[config.mk]
export PLATFORM = sky130hd
export DESIGN_NAME = ldm_stm_sequencer
export DESIGN_NICKNAME = d
export VERILOG_FILES = /design/src/rtl/ldm_stm_sequencer.sv
export SDC_FILE = /design/constraint.sdc
export NUM_CORES = 1
export LEC_CHECK = 0
export ABC_AREA = 1
export CELL_PAD_IN_SITES_DETAIL_PLACEMENT = 0
export CELL_PAD_IN_SITES_GLOBAL_PLACEMENT = 1
export CORE_MARGIN = 3
export CORE_UTILIZATION = 40
export DETAILED_ROUTE_END_ITERATION = 7
export PLACE_DENSITY_LB_ADDON = 0.1
export RECOVER_POWER = 50
export REMOVE_ABC_BUFFERS = 1
export SYNTH_ARGS = -nofsm -noshare
export SYNTH_HDL_FRONTEND = slang
export SYNTH_SLANG_ARGS = --single-unit
[constraint.sdc]
create_clock -name clock -period 20.2 [get_ports clock]
set_clock_uncertainty 0.1 [all_clocks]
set_input_delay 2.02 -clock clock [delete_from_list [all_inputs] [get_ports clock]]
set_output_delay 2.02 -clock clock [all_outputs]
set_load 0.05 [all_outputs]
[src/rtl/ldm_stm_sequencer.sv]
// Block-transfer (LDM/STM) sequencer: walks a register list lowest index first,
// drives register file ports and a req/ack word memory, then optional base writeback.
module ldm_stm_sequencer #(
    parameter logic [4:0] UOP_WRITE = 5'd1,
    parameter logic [4:0] UOP_IDLE  = 5'd0
) (
    input  logic        clock,
    input  logic        reset,
    input  logic        start,
    input  logic        is_load,
    input  logic        pre,
    input  logic        up,
    input  logic        writeback,
    input  logic [3:0]  base_reg,
    input  logic [31:0] base_addr,
    input  logic [15:0] reg_list,
    input  logic [31:0] pc_value,
    input  logic [3:0]  cur_flags,
    output logic        busy,
    output logic        done,
    output logic        rf_not_enable,
    output logic [4:0]  rf_uop,
    output logic [3:0]  rf_sel_in,
    output logic [3:0]  rf_sel_p0,
    output logic [31:0] rf_in_reg,
    output logic [3:0]  rf_in_flags,
    input  logic [31:0] rf_p0,
    output logic        pc_write,
    output logic [31:0] pc_data,
    output logic        mem_req,
    output logic        mem_we,
    output logic [31:0] mem_addr,
    output logic [31:0] mem_wdata,
    input  logic        mem_ack,
    input  logic [31:0] mem_rdata
);

    typedef enum logic [2:0] {
        S_IDLE, S_SETUP, S_RD, S_MEM, S_WR, S_WB, S_DONE
    } state_t;

    typedef struct packed {
        logic        is_load;
        logic        pre;
        logic        up;
        logic        writeback;
        logic [3:0]  base_reg;
        logic [31:0] base_addr;
        logic [31:0] pc_value;
        logic [15:0] reg_list;
    } req_t;

    state_t      state, state_nxt;
    req_t        req_q;
    logic [15:0] list_q;
    logic [4:0]  cnt_q;
    logic [31:0] addr_q, final_q, data_q;

    function automatic logic [4:0] popcount16(input logic [15:0] v);
        logic [4:0] c;
        c = '0;
        for (int i = 0; i < 16; i++) c = c + {4'd0, v[i]};
        return c;
    endfunction

    // Scans high to low so the lowest set bit is the one left standing.
    function automatic logic [3:0] lowest16(input logic [15:0] v);
        logic [3:0] r;
        r = '0;
        for (int i = 15; i >= 0; i--) if (v[i]) r = 4'(i);
        return r;
    endfunction

    logic [3:0]  idx;
    logic [15:0] rest;
    logic [31:0] span, up_addr, dn_addr, start_addr, final_addr;
    logic        do_wb, advance;
    state_t      after_xfer;

    assign idx     = lowest16(list_q);
    assign rest    = list_q & (list_q - 16'd1);
    assign span    = {25'd0, cnt_q, 2'b00};
    assign up_addr = req_q.base_addr + span;
    assign dn_addr = req_q.base_addr - span;

    always_comb begin
        case ({req_q.up, req_q.pre})
            2'b10:   start_addr = req_q.base_addr;
            2'b11:   start_addr = req_q.base_addr + 32'd4;
            2'b00:   start_addr = dn_addr + 32'd4;
            default: start_addr = dn_addr;
        endcase
    end

    assign final_addr = req_q.up ? up_addr : dn_addr;
    // An LDM that reloads its own base keeps the loaded value, not the writeback.
    assign do_wb      = req_q.writeback &&
                        !(req_q.is_load && req_q.reg_list[req_q.base_reg]);
    assign advance    = (state == S_MEM && mem_ack && !req_q.is_load) || state == S_WR;

    always_comb begin
        if (rest != 16'd0)  after_xfer = req_q.is_load ? S_MEM : S_RD;
        else if (do_wb)     after_xfer = S_WB;
        else                after_xfer = S_DONE;
    end

    always_ff @(posedge clock or posedge reset) begin
        if (reset) state <= S_IDLE;
        else       state <= state_nxt;
    end

    always_comb begin
        state_nxt = state;
        case (state)
            S_IDLE:  if (start) state_nxt = S_SETUP;
            S_SETUP: begin
                if (cnt_q == 5'd0)      state_nxt = S_DONE;
                else if (req_q.is_load) state_nxt = S_MEM;
                else                    state_nxt = S_RD;
            end
            S_RD:    state_nxt = S_MEM;
            S_MEM:   if (mem_ack) state_nxt = req_q.is_load ? S_WR : after_xfer;
            S_WR:    state_nxt = after_xfer;
            S_WB:    state_nxt = S_DONE;
            S_DONE:  state_nxt = S_IDLE;
            default: state_nxt = S_IDLE;
        endcase
    end

    always_ff @(posedge clock or posedge reset) begin
        if (reset) begin
            req_q   <= '0;
            list_q  <= '0;
            cnt_q   <= '0;
            addr_q  <= '0;
            final_q <= '0;
            data_q  <= '0;
        end else begin
            if (state == S_IDLE && start) begin
                req_q.is_load   <= is_load;
                req_q.pre       <= pre;
                req_q.up        <= up;
                req_q.writeback <= writeback;
                req_q.base_reg  <= base_reg;
                req_q.base_addr <= base_addr;
                req_q.pc_value  <= pc_value;
                req_q.reg_list  <= reg_list;
                list_q          <= reg_list;
                cnt_q           <= popcount16(reg_list);
            end
            if (state == S_SETUP) begin
                addr_q  <= start_addr;
                final_q <= final_addr;
            end
            if (state == S_MEM && mem_ack && req_q.is_load) data_q <= mem_rdata;
            if (advance) begin
                list_q <= rest;
                addr_q <= addr_q + 32'd4;
            end
        end
    end

    assign rf_in_flags = cur_flags;

    always_comb begin
        busy          = 1'b0;
        done          = 1'b0;
        rf_not_enable = 1'b1;
        rf_uop        = UOP_IDLE;
        rf_sel_in     = '0;
        rf_sel_p0     = '0;
        rf_in_reg     = '0;
        pc_write      = 1'b0;
        pc_data       = '0;
        mem_req       = 1'b0;
        mem_we        = 1'b0;
        mem_addr      = '0;
        mem_wdata     = '0;
        case (state)
            S_IDLE: ;
            S_SETUP: busy = 1'b1;
            S_RD: begin
                busy      = 1'b1;
                rf_sel_p0 = idx;
            end
            S_MEM: begin
                busy     = 1'b1;
                mem_req  = 1'b1;
                mem_we   = !req_q.is_load;
                mem_addr = addr_q;
                // Holding the read select keeps rf_p0 steady until the store is accepted.
                if (!req_q.is_load) begin
                    rf_sel_p0 = idx;
                    mem_wdata = (idx == 4'd15) ? req_q.pc_value : rf_p0;
                end
            end
            S_WR: begin
                busy = 1'b1;
                if (idx == 4'd15) begin
                    pc_write = 1'b1;
                    pc_data  = data_q;
                end else begin
                    rf_not_enable = 1'b0;
                    rf_uop        = UOP_WRITE;
                    rf_sel_in     = idx;
                    rf_in_reg     = data_q;
                end
            end
            S_WB: begin
                busy = 1'b1;
                if (req_q.base_reg == 4'd15) begin
                    pc_write = 1'b1;
                    pc_data  = final_q;
                end else begin
                    rf_not_enable = 1'b0;
                    rf_uop        = UOP_WRITE;
                    rf_sel_in     = req_q.base_reg;
                    rf_in_reg     = final_q;
                end
            end
            S_DONE: begin
                busy = 1'b1;
                done = 1'b1;
            end
            default: ;
        endcase
    end

endmodule

==> results.ini, run 1 <==
[cells_and_area]
layout-drive-gt1-share_pct=5.730
num-nets-final=2755
area.growth.synth_to_final_pct=27.05

[floorplanning]
dieArea_mm2=0.04074
coreArea_mm2=0.03776
die_y_um=201.8
die_x_um=201.8
num_io_pins=311
initial_core_util_pct=40.64
rows=71

[sta]
final_max_slew_viol_count=402
final.setup.tns_ns=0
fmax_mhz=137.7
timing.final.hold_violations=0
fin_ws_ns=12.94
rsz0062_at_grt=false
whs_ns=0.3772
min_period_ns=7.265
period_share_pct=35.96
relSlewSlack_pct=-313.9
tightest_slew_ns=6.209
finalSetupViolations=0

[grt]
grt_pass1_wl_um=91020
grt_pass1_vias=16120
grt_max_degree=132
grt.total_usage_pct=28.12
gr-max-usage-layer=met2
antenna_found_initial=2
met1_usage_pct=36.35
grtUsageMet2_pct=48.34
met3_usage_pct=4.622
overflow=0

[hold_path]
holdCritPathClass=reg -> reg
hp-start=req_q[12]
holdPathStages=2
whs_endpoint=req_q[12]

[synthesis]
syn_area_per_cell_um2=6.562
synthAdderAreaFrac_pct=3.197
synth_xor_area_share_pct=1.656
synth_compound_area_share_pct=18.09
syn_inst=2338
synth_top_family_by_area=simple AND/OR/NAND/NOR gates
synth_seq_cells=208
muxShareOfSynthArea_pct=0
yosys_warnings=0
ys_types=48
syn_area_mm2=0.01534
ys_seq_area_share_pct=33.93
synth_simple_gate_area_share_pct=31.40

[clock_network]
cts_tree=yes
cts_num_sinks=208
cts_setup_buffers=0
ctsHtreeMaxLevel=1
cts_buffer_depth=3
clock_tree.root_cell=clkbuf_16
cts_buffers=26
ctsHoldBuffers=0
cts.clk_slew.worst_paths_ns=0.06
cts_resized=0
clock_latency_ns=0.56

[worst_setup_path]
r2r_cells=7
regToRegStartpoint=state[0]
critPathLaunchType=primary input
cp_max_fo=95
endpoint_kind=flip-flop
criticalPathCategory=in -> reg
crit_required_ns=20.49
worstPathArrival_ns=7.56
reg2reg_to=list_q[2]
reg2reg_slack_ns=14.36

[route]
vias_per_cell=5.336
wl_per_cell_um=19.18
ant_nets=0
post-route-drc-count=0
first_pass_iters=6
vias=16510
drt_iter0_drc=1295
routed_wl_um=59370

[status]
status=finished, violations left
failed_checks=capacitance limit, slew limit

[placed_design]
gp_congestion=0.9850
port-buffer-count=298
dp_worst_setup_slack_ns=13.74
dp_hpwl_um=44020

[flow_run]
maxCapViolations=5

[pwr]
cellLeakagePower_uw=0.009024
p_per_area_mw_per_mm2=171.0
irDropWorstVdd_v=0.00008153

metrics by stage:
stage	utilization, %	instances	total power [µW]	cell area (µm²)
2_1_floorplan	-	2221	2098	14800
5_1_grt	51.63	3095	3598	19490
3_3_place_gp	49.20	3046	2765	18580
3_5_place_dp	49.20	3046	2781	18580
4_1_cts	51.72	3094	3315	19530
6_report	51.63	3095	3333	19490
cells by family after synthesis:
kind of cell    count (synthesis)
buf+inv                       450
fa+ha+maj                      32
other cells                     1
simple gates                 1112
compound gates                506
xor+xnor                       29
flops                         208
registers in the layout, summed over array words and instances, names as in the netlist:
register / flops
addr_q: 32
cnt_q: 5
state: 3
list_q: 16
req_q: 88
final_q: 32
data_q: 32
layer usage:
metal / vias to the layer above / routed length, µm / part of all wire (%)
met5: - / 13 / 0.022
li1: 8011 / - / -
met2: 610 / 28500 / 48
met3: 106 / 3939 / 6.6
met1: 7785 / 25000 / 42
met4: 2 / 1920 / 3.2
synthesized netlist by cell type (all sizes together):
master     n  share of area, %
nand3    151               5.2
buf       36               1.6
o22ai     75               3.1
xor2      29               1.7
or2        3              0.12
nand2    649                16
fa        12               1.6
a211oi     4              0.20
a22oi      4              0.20
o31ai      2             0.098
a221o      2              0.13
o221ai     1             0.057
clkbuf    84               2.1
ha        20               1.6
clkinv     7              0.17
o211ai    23               1.1
o21a       1             0.049
nand3b     3              0.15
a21oi    167               5.6
a221oi     1             0.057
nor4      16              0.65
inv      323               7.9
nor2     237               6.9
a32oi      1             0.057
nor3      21              0.69
o21ai    210               6.9
and2       4              0.16
nand4     28               1.1
a2bb2oi    1             0.057
dfrtp    208                34
conb       1             0.024
a21boi     2             0.098
a31oi     12              0.49
final cells by class:
cell class	count	area, µm²
antenna	1	2.502
tap	511	639.4
timing repair buffer	314	3092
inverter	330	1241
multi-input combinational	1683	8361
fill	3869	18260
sequential	208	5205
clock inverter	12	234.0
clock buffer	36	718.2
power breakdown:
part | total (µW) | leakage (µW) | internal (µW) | switching [µW]
sequential | 803 | 0.00250 | 620 | 182
clock | 521 | 0.000455 | 326 | 195
combinational | 2010 | 0.00607 | 592 | 1420
cell usage in the layout, fill, tap and decap left out, drive strengths merged, types with 4 or more instances in the layout:
cell type	count
nand2	649
inv	323
clkdlybuf4s50	295
nor2	237
o21ai	210
dfrtp	208
a21oi	167
nand3	151
o22ai	75
clkbuf	39
xor2	29
nand4	28
o211ai	23
nor3	21
ha	20
nor4	16
buf	13
a31oi	12
fa	12
clkinv	9
bufinv	6
a211oi	4
a22oi	4
conb	4
and2	4
clkinvlp	4
worst max-delay path, cell delays in order:
cell and delay, ns:
dlygate4sd3_1 0.55, nand3_1 0.13, clkinvlp_2 0.94, clkbuf_1 2.93
nor2_1 0.21, inv_1 0.54, o21ai_0 0.19
worst max path at each step:
stage	to	startpoint	cells past startpoint
detailed placement	rf_not_enable	list_q[0]	10
CTS	rf_not_enable	list_q[0]	10
global route	list_q[4]	start	7
floorplan	addr_q[0]	reset	1
finish	list_q[2]	start	7
global placement	rf_not_enable	list_q[1]	10
Note: power is estimated with default switching activity, not from simulation.
==> run 2, diff against run 1 <==
--- a/config.mk
+++ b/config.mk
@@ -9,7 +9,7 @@
 export CELL_PAD_IN_SITES_DETAIL_PLACEMENT = 0
 export CELL_PAD_IN_SITES_GLOBAL_PLACEMENT = 1
 export CORE_MARGIN = 3
-export CORE_UTILIZATION = 40
+export CORE_UTILIZATION = 37
 export DETAILED_ROUTE_END_ITERATION = 7
 export PLACE_DENSITY_LB_ADDON = 0.1
 export RECOVER_POWER = 50
==> constraint.sdc (replaced) <==
create_clock -name clock -period 6.9 [get_ports clock]
set_clock_uncertainty 0.1 [all_clocks]
set_input_delay 0.69 -clock clock [delete_from_list [all_inputs] [get_ports clock]]
set_output_delay 0.69 -clock clock [all_outputs]
set_load 0.05 [all_outputs]
==> run 2 against run 1 <==
Net effect: the run still ends with capacitance limit, slew limit left; via count shrank 0.46%; worst hold slack lost 0.0020 ns; flip-flop and latch count is the same; power grew to 2.9 times the previous value; global-route usage shrank 0.93 points; critical path depth grew 3; combinational power grew to 2.9 times the previous value; non-clock buffer count grew 2; clock-buffer cell count shrank 2; core utilization shrank 3.4 points; largest cell class unchanged.
==> results.ini, run 2 (same netlist as run 1, synthesis figures left out) <==
[clock_network]
cts_tree=yes
ctsHoldBuffers=0
cts.clk_slew.worst_paths_ns=0.06
cts_setup_buffers=0
cts_buffer_depth=3
cts_num_sinks=208
cts_buffers=26
ctsHtreeMaxLevel=1
cts_resized=0
clock_tree.root_cell=clkbuf_16
clock_latency_ns=0.56

[worst_setup_path]
endpoint_kind=output port
worstPathArrival_ns=5.00
reg2reg_to=addr_q[26]
critPathLaunchType=flip-flop
crit_required_ns=6.11
reg2reg_slack_ns=1.93
regToRegStartpoint=req_q[85]
criticalPathCategory=reg -> out
r2r_cells=19
cp_max_fo=65

[route]
ant_nets=0
vias=16440
drt_iter0_drc=1458
vias_per_cell=5.289
wl_per_cell_um=19.80
routed_wl_um=61540
post-route-drc-count=0
first_pass_iters=6

[placed_design]
port-buffer-count=298
post_dp_cell_area_mm2=0.01861
gp_congestion=0.9328
dp_hpwl_um=46140

[cells_and_area]
area.growth.synth_to_final_pct=26.97
layout-drive-gt1-share_pct=5.885
num-nets-final=2757
n_antenna_cell=0
fin_util_pct=48.25
largest_register_ffs=88
top_register=req_q
final_area_mm2=0.01948
mostFrequentLayoutCells=626 x nand2_1, 312 x inv_1, 297 x clkdlybuf4s50_1
final_common_cell=nand2_1

[floorplanning]
num_io_pins=311
rows=73
die_x_um=209.6
coreArea_mm2=0.04037
die_y_um=209.6
initial_core_util_pct=38.00
dieArea_mm2=0.04394

[pwr]
p_comb_share_pct=60.7
switchingPower_uw=5293
cellLeakagePower_uw=0.009007
p_int_uw=4435
clockPowerShare_pct=15.0
p_sw_share_pct=54.41
irDropWorstVdd_v=0.0002070
power_frac_seq_pct=24.3
p_per_area_mw_per_mm2=499.4

[sta]
relSlewSlack_pct=-206.1
fmax_mhz=172.8
period_share_pct=83.86
rsz0062_at_grt=false
finalSetupViolations=0
min_period_ns=5.786
timing.final.hold_violations=0
final.setup.tns_ns=0
final_max_slew_viol_count=409
tightest_slew_ns=4.567

[grt]
grt_max_degree=97
overflow=0
grt.total_usage_pct=27.19
grt_pass1_wl_um=94390
grt_pass1_vias=16020
antenna_found_initial=3

[status]
status=finished, violations left
failed_checks=capacitance limit, slew limit

[hold_path]
holdPathStages=2
holdCritPathClass=reg -> reg
whs_endpoint=req_q[4]
hp-start=req_q[4]

[flow_run]
maxCapViolations=6

-- run 2: changes by cell type in the layout (fill, tap and decap cells not counted), moves of 2 or more --
cell             before  now
bufinv_16             6    4
clkdlybuf4s50_1     295  297
clkinv_2              1    3
dlygate4sd3_1         3    1
clkbuf_1             10    8
nor2_4               11   13
clkbuf_2              0    2
nor2_1              196  194
inv_6                 2    0
-- run 2: worst max-delay path by stage --
| stage | startpoint | endpoint | slack, ns | depth (start not counted) |
|---|---|---|---|---|
| CTS | list_q[1] | rf_not_enable | 1.11 | 10 |
| finish | list_q[1] | rf_not_enable | 1.11 | 10 |
| global placement | list_q[1] | rf_not_enable | 1.77 | 10 |
| floorplan | reset | addr_q[0] | 0.43 | 1 |
| global route | reset | req_q[28] | 0.61 | 3 |
| detailed placement | list_q[1] | rf_not_enable | 1.72 | 10 |
-- run 2: worst max-delay path, cell delays in order (launching register included) --
cell and delay [ns]:
dfrtp_1 0.40, nor2_1 0.23, nand2_1 0.17, nor2_1 0.42, nand2_1 0.19, nor3_1 0.33, nand2_2 0.64, nand2_2 0.95
nand2_1 0.16, inv_1 0.10, clkdlybuf4s50_1 0.81
-- run 2: final cells by class --
| cell class | instances | area (µm²) |
|---|---|---|
| sequential | 208 | 5205 |
| timing repair buffer | 316 | 3098 |
| inverter | 330 | 1241 |
| multi-input combinational | 1683 | 8376 |
| clock inverter | 12 | 182.7 |
| clock buffer | 34 | 720.7 |
| tap | 525 | 656.9 |
| fill | 4259 | 20890 |
-- run 2: per-layer routing --
metal  track usage, %  routed length (µm)
met1            36.77               26890
met2            45.30               29000
met3            4.260                3816
met4            7.529                1806
met5                0                  27
-- run 2: per-stage QoR --
step	hold WS, ns	cells	setup WS [ns]	power [µW]
final	0.3752	3108	1.114	9728
after global routing	0.3969	3108	0.6137	10540
after CTS	0.3783	3108	1.108	9705
after detailed placement	0.3611	3062	1.716	8196
after global placement	0.3575	3062	1.772	8145
after floorplan	0.3436	2221	0.4292	6143
-- run 2: power by group through the flow --
stage / registers [µW] / logic, µW / clock network (µW)
after floorplan: 2180 / 3960 / 0
after global placement: 2350 / 5800 / 0
after detailed placement: 2360 / 5840 / 0
after CTS: 2350 / 5860 / 1500
after global routing: 2430 / 6560 / 1550
final: 2360 / 5910 / 1460
==> run 3, diff against run 2 <==
--- a/config.mk
+++ b/config.mk
@@ -9,7 +9,7 @@
 export CELL_PAD_IN_SITES_DETAIL_PLACEMENT = 0
 export CELL_PAD_IN_SITES_GLOBAL_PLACEMENT = 1
 export CORE_MARGIN = 3
-export CORE_UTILIZATION = 37
+export CORE_UTILIZATION = 33
 export DETAILED_ROUTE_END_ITERATION = 7
 export PLACE_DENSITY_LB_ADDON = 0.1
 export RECOVER_POWER = 50
==> constraint.sdc (replaced) <==
create_clock -name clock -period 5.1 [get_ports clock]
set_clock_uncertainty 0.1 [all_clocks]
set_input_delay 0.51 -clock clock [delete_from_list [all_inputs] [get_ports clock]]
set_output_delay 0.51 -clock clock [all_outputs]
set_load 0.05 [all_outputs]
==> run 3 against run 2 <==
Net effect: the run still ends with capacitance limit, slew limit left; first-iteration DRC count is 28% lower; critical path depth stayed put; worst hold slack worse by 0.0027 ns; die area up 12%; clock power up 55%; combinational power grew 35%; design area grew 1.5%.
==> results.ini, run 3 (same netlist as run 1, synthesis figures left out) <==
[worst_setup_path]
crit_required_ns=4.49
worstPathArrival_ns=4.17
endpoint_kind=output port
cp_max_fo=33
critPathLaunchType=flip-flop
criticalPathCategory=reg -> out

[cells_and_area]
num-nets-final=2761
area.growth.synth_to_final_pct=28.82
largest_register_ffs=88
mostFrequentLayoutCells=626 x nand2_1, 312 x inv_1, 296 x clkdlybuf4s50_1
multiInputGateArea_mm2=0.008368
top_register=req_q
final_common_cell=nand2_1
layout-drive-gt1-share_pct=6.296
regArea_mm2=0.005205
n_antenna_cell=0
fin_util_pct=43.27
fillCellCount=4866

[grt]
grt_max_degree=140
antenna_found_initial=3
grt_pass1_vias=16450
overflow=0
grt.total_usage_pct=24.83
grt_pass1_wl_um=96660

[pwr]
irDropWorstVdd_v=0.0003813
p_per_area_mw_per_mm2=679.0
p_comb_share_pct=59.4
power_frac_seq_pct=23.8
p_int_uw=6230
p_sw_share_pct=53.57
switchingPower_uw=7189
clockPowerShare_pct=16.9
cellLeakagePower_uw=0.009124

[sta]
period_share_pct=93.82
finalSetupViolations=0
tightest_slew_ns=3.223
min_period_ns=4.785
timing.final.hold_violations=0
rsz0062_at_grt=false
final_max_slew_viol_count=228
whs_ns=0.3725
fmax_mhz=209.0
relSlewSlack_pct=-114.8

[route]
drt_iter0_drc=1044
wl_per_cell_um=19.67
vias=16470
first_pass_iters=7
vias_per_cell=5.165
routed_wl_um=62730
ant_nets=0
post-route-drc-count=0

[clock_network]
ctsHtreeMaxLevel=1
cts_setup_buffers=0
cts_num_sinks=208
clock_tree.root_cell=clkbuf_16
cts_buffer_depth=3
cts_buffers=28
cts.clk_slew.worst_paths_ns=0.06
clock_latency_ns=0.58
cts_tree=yes
cts_resized=0
ctsHoldBuffers=0

[floorplanning]
num_io_pins=311
initial_core_util_pct=33.59
coreArea_mm2=0.04567
die_y_um=221.6
rows=78
die_x_um=221.6
dieArea_mm2=0.04912

[placed_design]
gp_congestion=0.9125
port-buffer-count=298
dp_hpwl_um=46470

[status]
status=finished, violations left
failed_checks=capacitance limit, slew limit

[flow_run]
maxCapViolations=3

[hold_path]
holdCritPathClass=reg -> reg

run 3: worst paths after layout:
path                            cells after the start  slack (ns)      start       endpoint
worst max-delay path                               10        0.32  list_q[1]  rf_in_reg[28]
worst min-delay path                                2        0.37  req_q[21]      req_q[21]
worst max register to register                      6        1.32   state[2]      req_q[57]
worst min register to register                      2        0.37  req_q[21]      req_q[21]
max in group asynchronous                           2        1.87      reset     addr_q[25]
min in group asynchronous                           2        1.35      reset      data_q[0]
run 3: routing by layer:
layer	wire [µm]	vias to the layer above	global-route usage [%]
li1	-	8037	-
met1	27110	7829	32.51
met2	30010	502	42.25
met3	3556	97	3.760
met4	2001	6	7.864
met5	41	-	0
run 3: area by class of cell:
type / instances / area share (%)
sequential: 208 / 26.34
clock inverter: 13 / 1.133
multi-input combinational: 1683 / 42.34
inverter: 330 / 6.299
timing repair buffer: 318 / 15.86
clock buffer: 37 / 4.229
tap: 600 / 3.798
run 3: per-stage QoR:
step / setup slack, ns / area (µm²) / total power [µW] / setup TNS [ns] / cells
floorplan: -1.191 / 14800 / 8311 / -273.36 / 2221
global placement: 0.8196 / 18740 / 11070 / 0 / 3139
detailed placement: 0.8063 / 18740 / 11130 / 0 / 3139
CTS: 0.2762 / 19800 / 13460 / 0 / 3189
global route: 0.01250 / 19760 / 14530 / 0 / 3189
finish: 0.3150 / 19760 / 13420 / 0 / 3189
run 3: worst max-delay path, stage by stage (launching register included):
cell,delay (ns)
dfrtp_1,0.40
nor2_1,0.24
nand2_1,0.16
nor2_1,0.38
nand2_1,0.20
nor3_1,0.34
nand2_2,0.10
nand2_2,0.60
buf_4,0.28
o22ai_1,0.09
clkdlybuf4s50_1,0.75
run 3: power groups by stage:
stage | Sequential [µW] | Combinational, µW | Clock, µW
3_3_place_gp | 3180 | 7890 | 0
3_5_place_dp | 3190 | 7940 | 0
5_1_grt | 3290 | 8850 | 2390
6_report | 3190 | 7970 | 2270
4_1_cts | 3170 | 7970 | 2310
2_1_floorplan | 2950 | 5360 | 0
